[src/rtl/qspi_fetch_seq.sv]
// Fetch sequencer: turns 32-bit word fetch requests into the qspi_core register
// sequence (config once, load address, start, poll DONE, read data).
module qspi_fetch_seq #(
  parameter logic [23:0] CFG_ADDR   = 24'h000000,
  parameter logic [31:0] CFG_WORD   = 32'h0F208182,
  parameter logic [23:0] FADDR_ADDR = 24'h000004,
  parameter logic [23:0] CTRL_ADDR  = 24'h000014,
  parameter logic [31:0] START_WORD = 32'h00000004,
  parameter logic [23:0] STAT_ADDR  = 24'h000008,
  parameter logic [23:0] DATA_ADDR  = 24'h00000C,
  parameter logic [15:0] TIMEOUT    = 16'd1024
) (
  input  logic        clk_i,
  input  logic        rst_ni,
  input  logic        req_valid_i,
  output logic        req_ready_o,
  input  logic [23:0] req_addr_i,
  output logic        rsp_valid_o,
  input  logic        rsp_ready_i,
  output logic [31:0] rsp_data_o,
  output logic        rsp_err_o,
  output logic        core_we_o,
  output logic        core_re_o,
  output logic [23:0] core_addr_o,
  output logic [31:0] core_wdata_o,
  input  logic [31:0] core_rdata_i
);

  typedef enum logic [3:0] {
    S_INIT, S_IDLE, S_WADDR, S_START, S_POLL, S_PWAIT, S_RDATA, S_DWAIT, S_RSP
  } state_e;

  state_e      state_q, state_d;
  logic        armed_q, armed_d;
  logic [23:0] addr_q, addr_d;
  logic [15:0] cnt_q, cnt_d;
  logic [15:0] cnt_inc;
  logic [31:0] data_q, data_d;
  logic        err_q, err_d;

  // armed_q is low only in the first cycle after reset, so the INIT write is
  // never driven while rst_ni is asserted and outputs stay zero in reset.
  always_ff @(posedge clk_i or negedge rst_ni) begin
    if (!rst_ni) begin
      state_q <= S_INIT;
      armed_q <= 1'b0;
      addr_q  <= '0;
      cnt_q   <= '0;
      data_q  <= '0;
      err_q   <= 1'b0;
    end else begin
      // NOTE: state registers use non-blocking assignment so every flop samples
      // the pre-edge values, independent of statement order.
      state_q <= state_d;
      armed_q <= armed_d;
      addr_q  <= addr_d;
      cnt_q   <= cnt_d;
      data_q  <= data_d;
      err_q   <= err_d;
    end
  end

  always_comb begin
    // NOTE: every signal assigned below gets a default first; a path that
    // leaves one unassigned would otherwise infer a latch.
    state_d      = state_q;
    armed_d      = 1'b1;
    addr_d       = addr_q;
    cnt_d        = cnt_q;
    data_d       = data_q;
    err_d        = err_q;
    req_ready_o  = 1'b0;
    rsp_valid_o  = 1'b0;
    core_we_o    = 1'b0;
    core_re_o    = 1'b0;
    core_addr_o  = '0;
    core_wdata_o = '0;
    cnt_inc      = (cnt_q == 16'hFFFF) ? cnt_q : cnt_q + 16'd1;

    unique case (state_q)
      S_INIT: begin
        if (armed_q) begin
          core_we_o    = 1'b1;
          core_addr_o  = CFG_ADDR;
          core_wdata_o = CFG_WORD;
          state_d      = S_IDLE;
        end
      end
      S_IDLE: begin
        req_ready_o = 1'b1;
        if (req_valid_i) begin
          addr_d  = req_addr_i;
          state_d = S_WADDR;
        end
      end
      S_WADDR: begin
        core_we_o    = 1'b1;
        core_addr_o  = FADDR_ADDR;
        core_wdata_o = {8'h00, addr_q};
        state_d      = S_START;
      end
      S_START: begin
        core_we_o    = 1'b1;
        core_addr_o  = CTRL_ADDR;
        core_wdata_o = START_WORD;
        cnt_d        = '0;
        state_d      = S_POLL;
      end
      S_POLL: begin
        core_re_o   = 1'b1;
        core_addr_o = STAT_ADDR;
        state_d     = S_PWAIT;
      end
      S_PWAIT: begin
        // DONE wins over timeout when it shows up on the last allowed poll.
        if (core_rdata_i[0]) begin
          state_d = S_RDATA;
        end else begin
          cnt_d = cnt_inc;
          if (cnt_inc >= TIMEOUT) begin
            data_d  = '0;
            err_d   = 1'b1;
            state_d = S_RSP;
          end else begin
            state_d = S_POLL;
          end
        end
      end
      S_RDATA: begin
        core_re_o   = 1'b1;
        core_addr_o = DATA_ADDR;
        state_d     = S_DWAIT;
      end
      S_DWAIT: begin
        data_d  = core_rdata_i;
        err_d   = 1'b0;
        state_d = S_RSP;
      end
      S_RSP: begin
        rsp_valid_o = 1'b1;
        if (rsp_ready_i) state_d = S_IDLE;
      end
      default: state_d = S_INIT;
    endcase
  end

  assign rsp_data_o = data_q;
  assign rsp_err_o  = err_q;

endmodule
[config.mk]
export PLATFORM = sky130hd
export DESIGN_NAME = qspi_fetch_seq
export DESIGN_NICKNAME = d
export VERILOG_FILES = /design/src/rtl/qspi_fetch_seq.sv
export SDC_FILE = /design/constraint.sdc
export NUM_CORES = 1
export LEC_CHECK = 0
export CORE_UTILIZATION = 45
export CTS_CLUSTER_DIAMETER = 200
export CTS_CLUSTER_SIZE = 14
export DETAILED_ROUTE_END_ITERATION = 8
export PLACE_DENSITY = 0.8
export SETUP_SLACK_MARGIN = 0.1
export SLEW_MARGIN = 20
export SYNTH_ARGS = -nofsm -noshare
export SYNTH_HDL_FRONTEND = slang
export SYNTH_SLANG_ARGS = --single-unit
[constraint.sdc]
create_clock -name clk_i -period 6.4 [get_ports clk_i]
set_input_delay 1.6 -clock clk_i [delete_from_list [all_inputs] [get_ports clk_i]]
set_output_delay 1.6 -clock clk_i [all_outputs]
set_load 0.03 [all_outputs]
==> results.toml, run 1 <==
[synthesis]
synth_cell_types = 44
netlist.area_leader.share_pct = 48.46
postSynthCellCount = 409
syn_avg_cell_area_um2 = 9.847
synth_compound_area_share_pct = 4.815
ys_ff_latch = 78
synth_xor_area_share_pct = 2.392
synth-adder-area-share_pct = 0.3107
yosys_warnings = 0
synth_top_area_cell = "dfrtp_1"
syn_area_um2 = 4028
synth_area_leaders = "dfrtp_1, nor2_1, nor3_2, mux2_2, buf_4"
synth_seq_area_share_pct = 48.46
synth_top_family_by_area = "simple AND/OR/NAND/NOR gates"
synth-simple-area-share_pct = 28.55
synthMuxAreaShare_pct = 6.959

[pwr]
powerDensity_nw_per_um2 = 421.5
ir_drop_mv = 0.2067
finalPower_w = 0.002325
p_leak_nw = 2.334

[sta]
fin_skew_ps = 11.67
fin_crit_ps = 4314
setup_viol_count_final = 0
slew_headroom_pct = 36.27
setup_tns_ps = 0
rsz0062_at_grt = "no"
worst_slew_pin_slew_ps = 953.6
finalHoldViolations = 0
fmax_ghz = 0.2318
fin_crit_sh_pct = 67.40
final_max_slew_viol_count = 0

[worst_hold_path]
hp-class = "flop to flop"
hold_depth = 1

[clock_network]
cts_buffers = 9
clkTransAtPathRegs_ps = 80
cts_buffer_depth = 2
cts.repair.resized = 0
cts_setup_buffers = 0
cts.sinks = 78
cts_root_buf = "clkbuf_8"
cts_tree = "yes"
postCtsHoldBufs = 0
clk_latency_ps = 350
htree_levels = 3

[worst_setup_path]
cp_max_fo = 23
worstSetupEndpointType = "output port"
crit_slowest_cell = "clkdlybuf4s50_1"
critical_path_class = "flop to output port"
crit_chain = "nand2b_1 -> nor3_4 -> and2_1 -> clkdlybuf4s50_1"
cp.depth = 4
cp_slowest_stage_delay_ps = 690
critical-path-top-delay-family = "simple AND/OR/NAND/NOR gates"
cp.buffers_inverters = 1
startpoint_type = "flop"
crit_arrival_ps = 2710
reg2reg_depth = 8
crit_required_ps = 4800

[global_routing]
grt_pass1_wl_um = 15770
grt_pass1_vias = 3281
antenna_found_initial = 0
grt_max_degree = 79
use_met2_pct = 32.50
top_usage_layer = "met2"
grt_util_all_layers_pct = 20.86
grt-ovfl-total = 0
met3_usage_pct = 8.598
grtUsageMet1_pct = 25.63

[layout]
fin_area_um2 = 5515
layout-drive-gt1-share_pct = 15.41
instances_no_fill = 640
final_nets = 588
diodes = 0
fill_cells = 718
finish.utilization_pct = 63.55
area_delta_synth_final_pct = 36.94

[floorplan]
die_y_um = 96.61
coreArea_um2 = 8678
rows = 34
io-pin-count = 153
start_util_pct = 46.41
fp.dieW_um = 96.61
dieArea_um2 = 9333

[placement]
io_buffers = 127
placed_cell_area_um2 = 5249
gp_congestion = 0.8616
dp_cells = 623
place_hpwl_um = 6444

[routing]
vias = 3289
drcViolationCount = 0
wl_per_cell_um = 14.64
wl_um = 9369
viasPerCell = 5.139
ant_nets = 0
firstDrtPassIters = 5
drt_iter0_markers = 141

[outcome]
status = "finished, final reports clean"

[run]
drv_cap = 0
==> cell usage in the layout, fill, tap and decap left out, types with 5 or more instances in the layout <==
cell             netlist  layout
nand2_1               25      25
inv_1                  7       7
nor2_1                86      85
o21ai_0                8       8
nand4_1                5       5
nand3_1               10      10
xnor2_1                5       5
a21oi_1                9       9
conb_1                 2      26
and2_1                18      18
nor4_1                 7       7
nor3_1                 8       7
clkbuf_8               0      11
clkdlybuf4s50_1        0     126
dfrtp_1               78      78
mux2_2                24      24
xor2_1                 6       6
nor3_2                30      30
==> synth_stat cells, drive strengths merged <==
library cell	number
nor2	86
dfrtp	78
nor3	38
buf	33
nand2	25
mux2	24
and2	18
clkbuf	15
a21oi	10
nand3	10
o21ai	8
inv	7
nand4	7
nor4	7
xor2	6
xnor2	5
a211oi	3
nand2b	3
nor4b	3
conb	2
nor3b	2
nor4bb	2
o211ai	2
or3	2
a211o	1
a21boi	1
a311oi	1
a31oi	1
and3	1
and4	1
ha	1
mux2i	1
o211a	1
o21a	1
o22ai	1
or2	1
or4	1
==> cell type report <==
class | instances | area, um^2 | share of cell area [%]
multi-input combinational | 300 | 1851 | 33.55
tap | 108 | 135.1 | 2.450
clock inverter | 5 | 81.33 | 1.475
sequential | 78 | 1952 | 35.39
inverter | 7 | 26.28 | 0.4764
clock buffer | 11 | 151.4 | 2.745
timing repair buffer | 131 | 1319 | 23.91
==> state kept, by name (all words and copies together), names as in the netlist <==
| register | flops |
|---|---|
| addr_q | 24 |
| armed_q | 1 |
| cnt_q | 16 |
| rsp_data_o | 32 |
| rsp_err_o | 1 |
| state_q | 4 |
==> final timing paths <==
check,from,to,slack [ps]
max in group asynchronous,rst_ni,state_q[2],4650
worst max register to register,cnt_q[0],rsp_data_o[11],3720
worst min register to register,rsp_err_o,rsp_err_o,500
worst max-delay path,state_q[3],core_wdata_o[17],2090
min in group asynchronous,rst_ni,rsp_data_o[19],1170
worst min-delay path,rsp_err_o,rsp_err_o,500
==> report_power, final <==
part	switching (W)	internal (W)	total [W]
logic	0.000597	0.000469	0.00107
registers	0.000147	0.000692	0.000839
clock network	0.000179	0.000241	0.000420
==> stage by stage <==
stage,worst slack [ps],hold slack (ps)
6_report,2086,504.5
5_1_grt,1865,527.2
4_1_cts,1793,509.7
3_3_place_gp,2377,481.0
3_5_place_dp,2197,486.6
2_1_floorplan,3042,470.6
==> routing by layer <==
layer  wire (um)  up-vias
met5           0        -
met2        4313      140
met3         907       23
met1        3907     1570
met4         241        0
li1            -     1556
==> kinds of logic after synthesis <==
kind of cell	count (synthesis)
buf+inv	55
compound gates	30
xor+xnor	11
simple gates	207
flops	78
fa+ha+maj	1
mux	25
other cells	2
Note: power is estimated with default switching activity, not from simulation.
==> inputs of run 2 (changes only) <==
--- a/config.mk
+++ b/config.mk
@@ -5,11 +5,11 @@
 export SDC_FILE = /design/constraint.sdc
 export NUM_CORES = 1
 export LEC_CHECK = 0
-export CORE_UTILIZATION = 45
+export CORE_UTILIZATION = 44
 export CTS_CLUSTER_DIAMETER = 200
 export CTS_CLUSTER_SIZE = 14
 export DETAILED_ROUTE_END_ITERATION = 8
-export PLACE_DENSITY = 0.8
+export PLACE_DENSITY = 0.78
 export SETUP_SLACK_MARGIN = 0.1
 export SLEW_MARGIN = 20
 export SYNTH_ARGS = -nofsm -noshare
==> constraint.sdc (replaced) <==
create_clock -name clk_i -period 4.3 [get_ports clk_i]
set_input_delay 1.075 -clock clk_i [delete_from_list [all_inputs] [get_ports clk_i]]
set_output_delay 1.075 -clock clk_i [all_outputs]
set_load 0.03 [all_outputs]
==> results.toml, run 2 (synthesis gave the netlist of run 1 again) <==
[worst_setup_path]
crit_chain = "nand2b_1 -> nor3_2 -> buf_4 -> and2_1 -> clkdlybuf4s50_1"
crit_slowest_cell = "clkdlybuf4s50_1"
crit_arrival_ps = 2480
cp_max_fo = 23
cp_slowest_stage_delay_ps = 710
critical-path-top-delay-family = "buffers and inverters"
worstSetupEndpointType = "output port"
startpoint_type = "flop"
cp.buffers_inverters = 2
critical_path_class = "flop to output port"
crit_required_ps = 3220

[sta]
setup_viol_count_final = 0
finalHoldViolations = 0
setup_tns_ps = 0
worst_slew_pin_slew_ps = 1000
fmax_ghz = 0.2810
fin_crit_ps = 3559
rsz0062_at_grt = "no"
finalWorstSetupSlack_ps = 740.8
final_max_slew_viol_count = 0
slew_headroom_pct = 33.17
fin_crit_sh_pct = 82.77
fin_skew_ps = 10.39

[layout]
area_delta_synth_final_pct = 35.10
layout-drive-gt1-share_pct = 15.07
diodes = 0
final_cell_mix = "clkdlybuf4s50_1, nor2_1, dfrtp_1"
final_nets = 589
fin_area_um2 = 5441
final_common_cell = "clkdlybuf4s50_1"
largest_reg_flops = 32

[floorplan]
rows = 34
die_y_um = 97.68
io-pin-count = 153
fp.dieW_um = 97.68
dieArea_um2 = 9540
start_util_pct = 45.74
coreArea_um2 = 8806

[global_routing]
antenna_found_initial = 0
grt_pass1_wl_um = 16110
grt-ovfl-total = 0
grt_max_degree = 79
grt_pass1_vias = 3448
grt_util_all_layers_pct = 20.93

[pwr]
p_sw_w = 0.001365
p_comb_share_pct = 47.0
seqPwrFrac_pct = 37.4
p_leak_nw = 2.296
powerDensity_nw_per_um2 = 616.1
p_int_w = 0.001988
ir_drop_mv = 0.3168
pwr-share-clk_pct = 15.7
swShare_pct = 40.72
finalPower_w = 0.003353

[clock_network]
htree_levels = 3
cts_buffer_depth = 2
cts.sinks = 78
clk_latency_ps = 350
cts_setup_buffers = 0
cts.repair.resized = 0
postCtsHoldBufs = 0
cts_tree = "yes"
cts_root_buf = "clkbuf_8"
clkTransAtPathRegs_ps = 80
cts_buffers = 9

[run]
drv_cap = 0

[routing]
drcViolationCount = 14
wl_per_cell_um = 14.79
vias = 3263
drt_iter0_markers = 140
firstDrtPassIters = 7
ant_nets = 0
wl_um = 9448
viasPerCell = 5.106

[placement]
gp_congestion = 0.8785
preCtsSetupSlack_ps = 932.7
placed_cell_area_um2 = 5264
place_hpwl_um = 6767
io_buffers = 127

[worst_hold_path]
hp-class = "flop to flop"

[outcome]
violations = "design-rule violations"
status = "complete, but fails checks"
-- run 2: cell types whose count changed in the layout (fill, tap and decap cells not counted), sizes merged --
cell / change
clkinv: -1
clkbuf: -1
clkinvlp: +1
bufinv: -1
buf: +1
-- run 2: path summary, 6_finish.rpt --
kind	startpoint	end	slack, ps	depth (start not counted)
setup / recovery	state_q[3]	core_wdata_o[13]	740	5
hold / removal	rsp_err_o	rsp_err_o	500	1
setup reg to reg	cnt_q[0]	rsp_data_o[15]	1480	8
hold reg to reg	rsp_err_o	rsp_err_o	500	1
max in group asynchronous	rst_ni	addr_q[11]	2800	1
min in group asynchronous	rst_ni	rsp_data_o[18]	870	1
-- run 2: area by class of cell --
class	count	area (um^2)
multi-input combinational	300	1844
sequential	78	1952
clock inverter	4	50.05
tap	108	135.1
timing repair buffer	132	1306
clock buffer	10	127.6
inverter	7	26.28
fill	721	3364
-- run 2: power groups by stage --
| stage | logic, W | clock network, W | registers, W |
|---|---|---|---|
| floorplan | 0.000768 | 0 | 0.00148 |
| global placement | 0.00155 | 0 | 0.00125 |
| detailed placement | 0.00159 | 0 | 0.00127 |
| CTS | 0.00159 | 0.000534 | 0.00125 |
| global route | 0.00170 | 0.000561 | 0.00130 |
| finish | 0.00158 | 0.000525 | 0.00125 |
-- run 2: layer usage --
metal  part of all wire [%]  GRT usage, %
met3                    8.0         6.619
met2                     50         35.68
met5                      0             0
met1                     40         25.02
met4                    1.5         6.876
-- run 2: worst reg2reg max path: stages, from the launching register on --
cell and delay (ps):
dfrtp_1 440, ha_1 300, nand3_1 220, nor4_1 380
mux2i_1 250, a21boi_1 430, a21oi_4 280, buf_4 270
nor3_2 190
-- run 2: stage by stage --
stage | hold slack (ps) | cells | util, %
after floorplan | 470.6 | 433 | -
after global placement | 479.6 | 625 | 59.78
after detailed placement | 486.6 | 625 | 59.78
after CTS | 503.5 | 639 | 61.79
after global routing | 531.5 | 639 | 61.79
final | 498.5 | 639 | 61.79
